File: src/rtl/adder_bist_pkg.sv
// ============================================================================
// adder_bist_pkg: shared types, constants and xorshift64 step for the adder BIST
// Rev 1.0
// ============================================================================
`default_nettype none

package adder_bist_pkg;

    typedef enum logic [2:0] {
        ST_IDLE   = 3'd0,
        ST_CORNER = 3'd1,
        ST_RANDOM = 3'd2,
        ST_DRAIN  = 3'd3,
        ST_DONE   = 3'd4
    } state_e;

    localparam int          NUM_CORNER = 8;
    localparam logic [15:0] FAIL_NONE  = 16'hFFFF;

    function automatic logic [63:0] xorshift64(input logic [63:0] x);
        logic [63:0] y;
        y = x ^ (x << 13);
        y = y ^ (y >> 7);
        y = y ^ (y << 17);
        return y;
    endfunction

endpackage

`default_nettype wire

File: src/rtl/adder_bist_xorshift64.sv
// ============================================================================
// adder_bist_xorshift64: seed-loadable 64-bit xorshift generator; next_o is the
// value the state takes at this edge, so a load+step yields step(SEED) at once.
// Rev 1.0
// ============================================================================
`default_nettype none

module adder_bist_xorshift64
    import adder_bist_pkg::*;
#(
    parameter logic [63:0] SEED = 64'h1
) (
    input  logic        clk,
    input  logic        rst,
    input  logic        load_i,
    input  logic        step_i,
    output logic [63:0] next_o
);

    logic [63:0] state_q;
    logic [63:0] state_d;
    logic [63:0] w_base;

    always_comb begin
        w_base  = load_i ? SEED : state_q;
        state_d = step_i ? xorshift64(w_base) : w_base;
    end

    always_ff @(posedge clk) begin
        if (rst) begin
            state_q <= SEED;
        end else begin
            state_q <= state_d;
        end
    end

    assign next_o = state_d;

endmodule

`default_nettype wire

File: src/rtl/adder_bist_ctrl.sv
// ============================================================================
// adder_bist_ctrl: BIST controller driving corner + xorshift vectors into an
// adder and checking {cout,sum} after DUT_LAT cycles. Macro: ADDER_BIST_CORNER_EN
// Rev 1.0
// ============================================================================
`default_nettype none

module adder_bist_ctrl
    import adder_bist_pkg::*;
#(
    parameter int          WIDTH      = 32,
    parameter int          DUT_LAT    = 1,
    parameter int          NUM_RANDOM = 1024,
    parameter logic [63:0] SEED_A     = 64'h9E37_79B9_7F4A_7C15,
    parameter logic [63:0] SEED_B     = 64'hD1B5_4A32_D192_ED03
) (
    input  logic             clk,
    input  logic             rst,
    input  logic             start,
    output logic [WIDTH-1:0] dut_a,
    output logic [WIDTH-1:0] dut_b,
    output logic             dut_cin,
    input  logic [WIDTH-1:0] dut_sum,
    input  logic             dut_cout,
    output logic             busy,
    output logic             done,
    output logic             passed,
    output logic [15:0]      err_count,
    output logic [15:0]      first_fail
);

`ifdef ADDER_BIST_CORNER_EN
    localparam int NUM_PRE = NUM_CORNER;
    localparam logic [63:0] PAT_A = 64'h5555_5555_5555_5555;
    localparam logic [63:0] PAT_B = 64'hAAAA_AAAA_AAAA_AAAA;

    // Packed as {a, b, cin}
    function automatic logic [2*WIDTH:0] corner_vec(input logic [2:0] k);
        logic [WIDTH-1:0] ones;
        logic [WIDTH-1:0] msb;
        logic [WIDTH-1:0] one;
        ones = '1;
        msb  = {1'b1, {(WIDTH-1){1'b0}}};
        one  = {{(WIDTH-1){1'b0}}, 1'b1};
        case (k)
            3'd0:    corner_vec = {{WIDTH{1'b0}}, {WIDTH{1'b0}}, 1'b0};
            3'd1:    corner_vec = {{WIDTH{1'b0}}, {WIDTH{1'b0}}, 1'b1};
            3'd2:    corner_vec = {ones, {WIDTH{1'b0}}, 1'b1};
            3'd3:    corner_vec = {ones, ones, 1'b1};
            3'd4:    corner_vec = {ones, one, 1'b0};
            3'd5:    corner_vec = {PAT_A[WIDTH-1:0], PAT_B[WIDTH-1:0], 1'b1};
            3'd6:    corner_vec = {msb, msb, 1'b0};
            default: corner_vec = {ones, ones, 1'b0};
        endcase
    endfunction
`else
    localparam int NUM_PRE = 0;
`endif

    localparam int          NUM_VEC  = NUM_PRE + NUM_RANDOM;
    localparam logic [15:0] LAST_IDX = 16'(NUM_VEC - 1);
    localparam logic [2:0]  DRN_LAST = 3'(DUT_LAT - 1);

    state_e           state_q;
    logic [15:0]      idx_q;
    logic [2:0]       drn_q;
    logic [WIDTH-1:0] dut_a_q;
    logic [WIDTH-1:0] dut_b_q;
    logic             dut_cin_q;
    logic             busy_q;
    logic             done_q;
    logic             passed_q;
    logic [15:0]      err_q;
    logic [15:0]      err_d;
    logic [15:0]      ff_q;
    logic [15:0]      ff_d;

    logic             w_start;
    logic             w_step;
    logic [63:0]      next_a;
    logic [63:0]      next_b;
    logic             w_vld;
    logic [WIDTH:0]   w_exp;
    logic             t_vld;
    logic [15:0]      t_idx;
    logic [WIDTH:0]   t_exp;
    logic             w_mis;
    logic             w_unused;

    assign w_start = start && (state_q == ST_IDLE || state_q == ST_DONE);

    always_comb begin
        w_step = 1'b0;
`ifdef ADDER_BIST_CORNER_EN
        if (state_q == ST_CORNER && idx_q[2:0] == 3'd7) w_step = 1'b1;
`else
        if (w_start) w_step = 1'b1;
`endif
        if (state_q == ST_RANDOM && idx_q != LAST_IDX) w_step = 1'b1;
    end

    adder_bist_xorshift64 #(.SEED(SEED_A)) u_gen_a (
        .clk    (clk),
        .rst    (rst),
        .load_i (w_start),
        .step_i (w_step),
        .next_o (next_a)
    );

    adder_bist_xorshift64 #(.SEED(SEED_B)) u_gen_b (
        .clk    (clk),
        .rst    (rst),
        .load_i (w_start),
        .step_i (w_step),
        .next_o (next_b)
    );

    assign w_unused = &{1'b0, next_a, next_b};

    // A vector is on the operand registers exactly while in CORNER or RANDOM
    assign w_vld = (state_q == ST_CORNER) || (state_q == ST_RANDOM);
    assign w_exp = {1'b0, dut_a_q} + {1'b0, dut_b_q} + {{WIDTH{1'b0}}, dut_cin_q};

    generate
        if (DUT_LAT == 0) begin : g_lat0
            assign t_vld = w_vld;
            assign t_idx = idx_q;
            assign t_exp = w_exp;
        end else begin : g_dly
            logic [DUT_LAT-1:0] dv_q;
            logic [15:0]        di_q [DUT_LAT];
            logic [WIDTH:0]     de_q [DUT_LAT];

            always_ff @(posedge clk) begin
                if (rst || w_start) begin
                    dv_q <= '0;
                end else begin
                    dv_q[0] <= w_vld;
                    for (int k = 1; k < DUT_LAT; k++) dv_q[k] <= dv_q[k-1];
                end
                di_q[0] <= idx_q;
                de_q[0] <= w_exp;
                for (int k = 1; k < DUT_LAT; k++) begin
                    di_q[k] <= di_q[k-1];
                    de_q[k] <= de_q[k-1];
                end
            end

            assign t_vld = dv_q[DUT_LAT-1];
            assign t_idx = di_q[DUT_LAT-1];
            assign t_exp = de_q[DUT_LAT-1];
        end
    endgenerate

    assign w_mis = t_vld && ({dut_cout, dut_sum} != t_exp);

    always_comb begin
        err_d = err_q;
        ff_d  = ff_q;
        if (w_start) begin
            err_d = 16'd0;
            ff_d  = FAIL_NONE;
        end else if (w_mis) begin
            if (err_q != 16'hFFFF) err_d = err_q + 16'd1;
            if (ff_q == FAIL_NONE) ff_d = t_idx;
        end
    end

    always_ff @(posedge clk) begin
        if (rst) begin
            state_q   <= ST_IDLE;
            idx_q     <= 16'd0;
            drn_q     <= 3'd0;
            dut_a_q   <= '0;
            dut_b_q   <= '0;
            dut_cin_q <= 1'b0;
            busy_q    <= 1'b0;
            done_q    <= 1'b0;
            passed_q  <= 1'b0;
            err_q     <= 16'd0;
            ff_q      <= FAIL_NONE;
        end else begin
            err_q <= err_d;
            ff_q  <= ff_d;
            case (state_q)
                ST_IDLE, ST_DONE: begin
                    if (start) begin
                        idx_q    <= 16'd0;
                        busy_q   <= 1'b1;
                        done_q   <= 1'b0;
                        passed_q <= 1'b0;
`ifdef ADDER_BIST_CORNER_EN
                        state_q <= ST_CORNER;
                        {dut_a_q, dut_b_q, dut_cin_q} <= corner_vec(3'd0);
`else
                        state_q   <= ST_RANDOM;
                        dut_a_q   <= next_a[WIDTH-1:0];
                        dut_b_q   <= next_b[WIDTH-1:0];
                        dut_cin_q <= next_a[63] ^ next_b[63];
`endif
                    end
                end
`ifdef ADDER_BIST_CORNER_EN
                ST_CORNER: begin
                    idx_q <= idx_q + 16'd1;
                    if (idx_q[2:0] == 3'd7) begin
                        state_q   <= ST_RANDOM;
                        dut_a_q   <= next_a[WIDTH-1:0];
                        dut_b_q   <= next_b[WIDTH-1:0];
                        dut_cin_q <= next_a[63] ^ next_b[63];
                    end else begin
                        {dut_a_q, dut_b_q, dut_cin_q} <= corner_vec(3'(idx_q[2:0] + 3'd1));
                    end
                end
`endif
                ST_RANDOM: begin
                    if (idx_q == LAST_IDX) begin
                        drn_q <= 3'd0;
                        if (DUT_LAT == 0) begin
                            state_q  <= ST_DONE;
                            busy_q   <= 1'b0;
                            done_q   <= 1'b1;
                            passed_q <= (err_d == 16'd0);
                        end else begin
                            state_q <= ST_DRAIN;
                        end
                    end else begin
                        idx_q     <= idx_q + 16'd1;
                        dut_a_q   <= next_a[WIDTH-1:0];
                        dut_b_q   <= next_b[WIDTH-1:0];
                        dut_cin_q <= next_a[63] ^ next_b[63];
                    end
                end
                ST_DRAIN: begin
                    if (drn_q == DRN_LAST) begin
                        state_q  <= ST_DONE;
                        busy_q   <= 1'b0;
                        done_q   <= 1'b1;
                        passed_q <= (err_d == 16'd0);
                    end else begin
                        drn_q <= drn_q + 3'd1;
                    end
                end
                default: state_q <= ST_IDLE;
            endcase
        end
    end

    assign dut_a      = dut_a_q;
    assign dut_b      = dut_b_q;
    assign dut_cin    = dut_cin_q;
    assign busy       = busy_q;
    assign done       = done_q;
    assign passed     = passed_q;
    assign err_count  = err_q;
    assign first_fail = ff_q;

endmodule

`default_nettype wire
File: config.mk
export PLATFORM = sky130hd
export DESIGN_NAME = adder_bist_ctrl
export DESIGN_NICKNAME = d
export VERILOG_FILES = /design/src/rtl/adder_bist_pkg.sv /design/src/rtl/adder_bist_xorshift64.sv /design/src/rtl/adder_bist_ctrl.sv
export SDC_FILE = /design/constraint.sdc
export NUM_CORES = 1
export LEC_CHECK = 0
export BUFFER_PORTS_ARGS = -buffer_cell sky130_fd_sc_hd__buf_4
export CAP_MARGIN = 15
export CORE_ASPECT_RATIO = 1.75
export CORE_MARGIN = 1
export CORE_UTILIZATION = 54
export CTS_CLUSTER_DIAMETER = 200
export DETAILED_ROUTE_END_ITERATION = 10
export GPL_ROUTABILITY_DRIVEN = 0
export PLACE_DENSITY = 0.73
export SYNTH_ARGS = -nofsm -noshare
export SYNTH_HDL_FRONTEND = slang
export SYNTH_SLANG_ARGS = --single-unit
File: constraint.sdc
create_clock -name clk -period 2.7 [get_ports clk]
set_input_delay 0.54 -clock clk [delete_from_list [all_inputs] [get_ports clk]]
set_output_delay 0.54 -clock clk [all_outputs]
set_load 0.1 [all_outputs]
==> reports/metrics.yaml <==
status: "finished with violations"
violations: "setup timing"
syn_inst: 1774
track_usage: 0.3176
fp.coreArea_mm2: 0.02797
cts_tree: "built"
totalWireLength_mm: 46.70
wl_per_cell_um: 19.96
drv_cap: 0
grt_pass1_wl_mm: 71.06
critPathTopFamily: "compound AO/OA/AOI/OAI gates"
p_total_w: 0.02060
cts_buffers: 27
tightest_slew_ps: 712.0
synth_ff_type: "dfxtp_1"
p_switching_w: 0.008731
final_antenna_net_count: 0
synth_edf_count: 0
multiInputGateArea_mm2: 0.009191
initial_utilization: 0.5491
ys_ff_latch: 300
critical_path_class: "register to register"
clk_pin_slew_ps: 70
max_stage_delay_ps: 400
cts_max_path_buffers: 3
finalCritPeriodShare: 1.069
path_cells: "fa_2 > buf_4 > buf_6 > a211oi_4 > o2111ai_2 > a41oi_2 > o21ai_2 > a211oi_2 > o2111ai_2 > a311o_1 > a21oi_2 > xnor2_1"
grt_pass1_vias: 13197
slew_headroom: 0.5242
grt-ovfl-total: 0
clk_latency_ps: 560
grt_antenna_before_repair: 0
cp.buffers_inverters: 2
fill_cells: 2270
switching_share: 0.4239
hold_viol: 0
place_hpwl_mm: 33.49
yosysWarningCount: 0
syn_area_mm2: 0.01536
drt-vias-per-instance: 5.691
clockPowerShare: 0.203
diodes: 0
route.vias.total: 13316
stdcell_area_mm2: 0.01866
first_iter_violations: 946
ys_seq_area_frac: 0.3910
dieArea_mm2: 0.02915
p_comb_frac: 0.491
fin_nets: 2020
yosysMostFrequentCell: "dfxtp_1"
ys_top_cells_by_area: "dfxtp_1 (39%), xnor2_1 (16%), xor2_1 (9.5%)"
timing.fmax_mhz: 346.6
grt_max_degree: 107
avgSynthCellArea_um2: 8.658
synth.largest_area_cell: "dfxtp_1"
layout_min_cycle_time_ps: 2885
port_buffers: 135
synth_cell_type_count: 63
hold_slack_ps: 285.1
worstPathRequired_ps: 3190
final.setup.worst_slack_ps: -185.4
pre_cts_ws_ps: -402.9
drc: 0
final-max-slew-violation-count: 0
ff_latch_area_mm2: 0.006108
p_leak_nw: 7.553
hold_class: "input pin to register"
ioPinCount: 136
h-tree-depth: 1
crit_top_cell: "o2111ai_2"
num_rows: 81
fp.dieH_um: 225.1
fin_skew_ps: 9.576
cpMaxStageDelayCell: "fa_2"
yosysTopAreaCellShare: 0.3910
drive_above_1_share: 0.1896
setup_tns_ps: -993.6
rsz0062_at_grt: "true"
root_buffer: "clkbuf_16"
netlist_top_cells_count: "dfxtp_1 (300), xnor2_1 (278), nor2_1 (198)"
crit_fanout: 3
synthesis.nets: 1847
power-per-cell-area_mw_per_mm2: 1104
setup-violations-final: 10
die_w_um: 129.5
clock-sinks: 300
first_pass_iters: 8
endpoint_kind: "register"
syn_to_final_growth_pct: 21.46
async_flop_share: 0
post_dp_cell_area_mm2: 0.01741
peakVddDrop_mv: 0.6563
pwr-share-seq: 0.306
internal_power_w: 0.01187
crit_arrival_ps: 3370
start_kind: "register"
-- worst register-to-register path: stages (launching register included) --
cell,delay [ps]
dfxtp_4,350
fa_2,400
buf_4,150
buf_6,110
a211oi_4,250
o2111ai_2,180
a41oi_2,220
o21ai_2,100
a211oi_2,260
o2111ai_2,200
a311o_1,330
a21oi_2,140
xnor2_1,120
-- cell type report --
cell class,instances,area share
clock inverters,16,0.01207
multi-input cells,1367,0.4927
well taps,373,0.02502
flip-flops and latches,300,0.3274
clock buffers,33,0.03903
inverters,22,0.004426
repair buffers,229,0.09939
-- stage by stage --
step | util | cells
after floorplan | - | 1774
after global placement | 0.6224 | 2280
after detailed placement | 0.6224 | 2280
after CTS | 0.6632 | 2337
after global routing | 0.6670 | 2340
final | 0.6670 | 2340
-- state kept, by name, indices dropped and copies added, names as in the netlist --
signal,flops
first_fail,16
state_q,3
drn_q,3
err_count,16
dut_b,32
g_dly.di_q,16
g_dly.de_q,33
dut_a,32
done,1
u_gen_a.state_q,64
g_dly.dv_q,1
busy,1
passed,1
u_gen_b.state_q,64
idx_q,16
dut_cin,1
-- logic make-up after synthesis --
kind of cell | count (synthesis) | synth area share
AND/OR/NAND/NOR | 530 | 0.1545
XOR/XNOR | 445 | 0.2537
AO/OA/AOI/OAI | 352 | 0.1409
flip-flops | 300 | 0.3910
buffers and inverters | 107 | 0.02672
adder cells (fa/ha/maj) | 37 | 0.03112
multiplexers | 3 | 0.001955
-- cells in the final DEF, fill, tap and decap left out, types with 31 or more instances in the layout --
master     n
nor2_1   195
dfxtp_1  256
xor2_1   167
nor3_1    34
a21o_1    31
nand2_1  160
or3_1     32
nand3_1   38
xnor2_1  277
buf_4    214
ha_1      34
o21ai_0   73
a21oi_1  134
-- timing repair --
action,CTS,global route
pin swaps,29,11
setup buffers,8,5
resized for setup,27,16
setup endpoints to repair,11,19
hold buffers,0,0
-- power groups by stage --
stage / logic [W] / registers, W / clock network, W
final: 0.0101 / 0.00631 / 0.00418
after CTS: 0.0100 / 0.00629 / 0.00422
after detailed placement: 0.00981 / 0.00639 / 0
after floorplan: 0.00657 / 0.00728 / 0
after global routing: 0.0108 / 0.00640 / 0.00439
after global placement: 0.00965 / 0.00635 / 0
-- worst paths after layout --
kind / endpoint / cells after the start / start / slack [ps]
min: state_q[2] / 4 / start / 290
max reg2reg: g_dly.de_q[0][31] / 12 / dut_b[0] / -190
min reg2reg: g_dly.di_q[0][5] / 0 / idx_q[5] / 380
max: g_dly.de_q[0][31] / 12 / dut_b[0] / -190
-- routing by layer --
layer / vias to the layer above / wire (um) / global-route usage
met5: - / 0 / 0
met2: 476 / 23440 / 0.5642
li1: 6312 / - / -
met3: 166 / 2591 / 0.04392
met1: 6362 / 17080 / 0.3381
met4: 0 / 3594 / 0.2322
(Power assumes the default switching activity.)
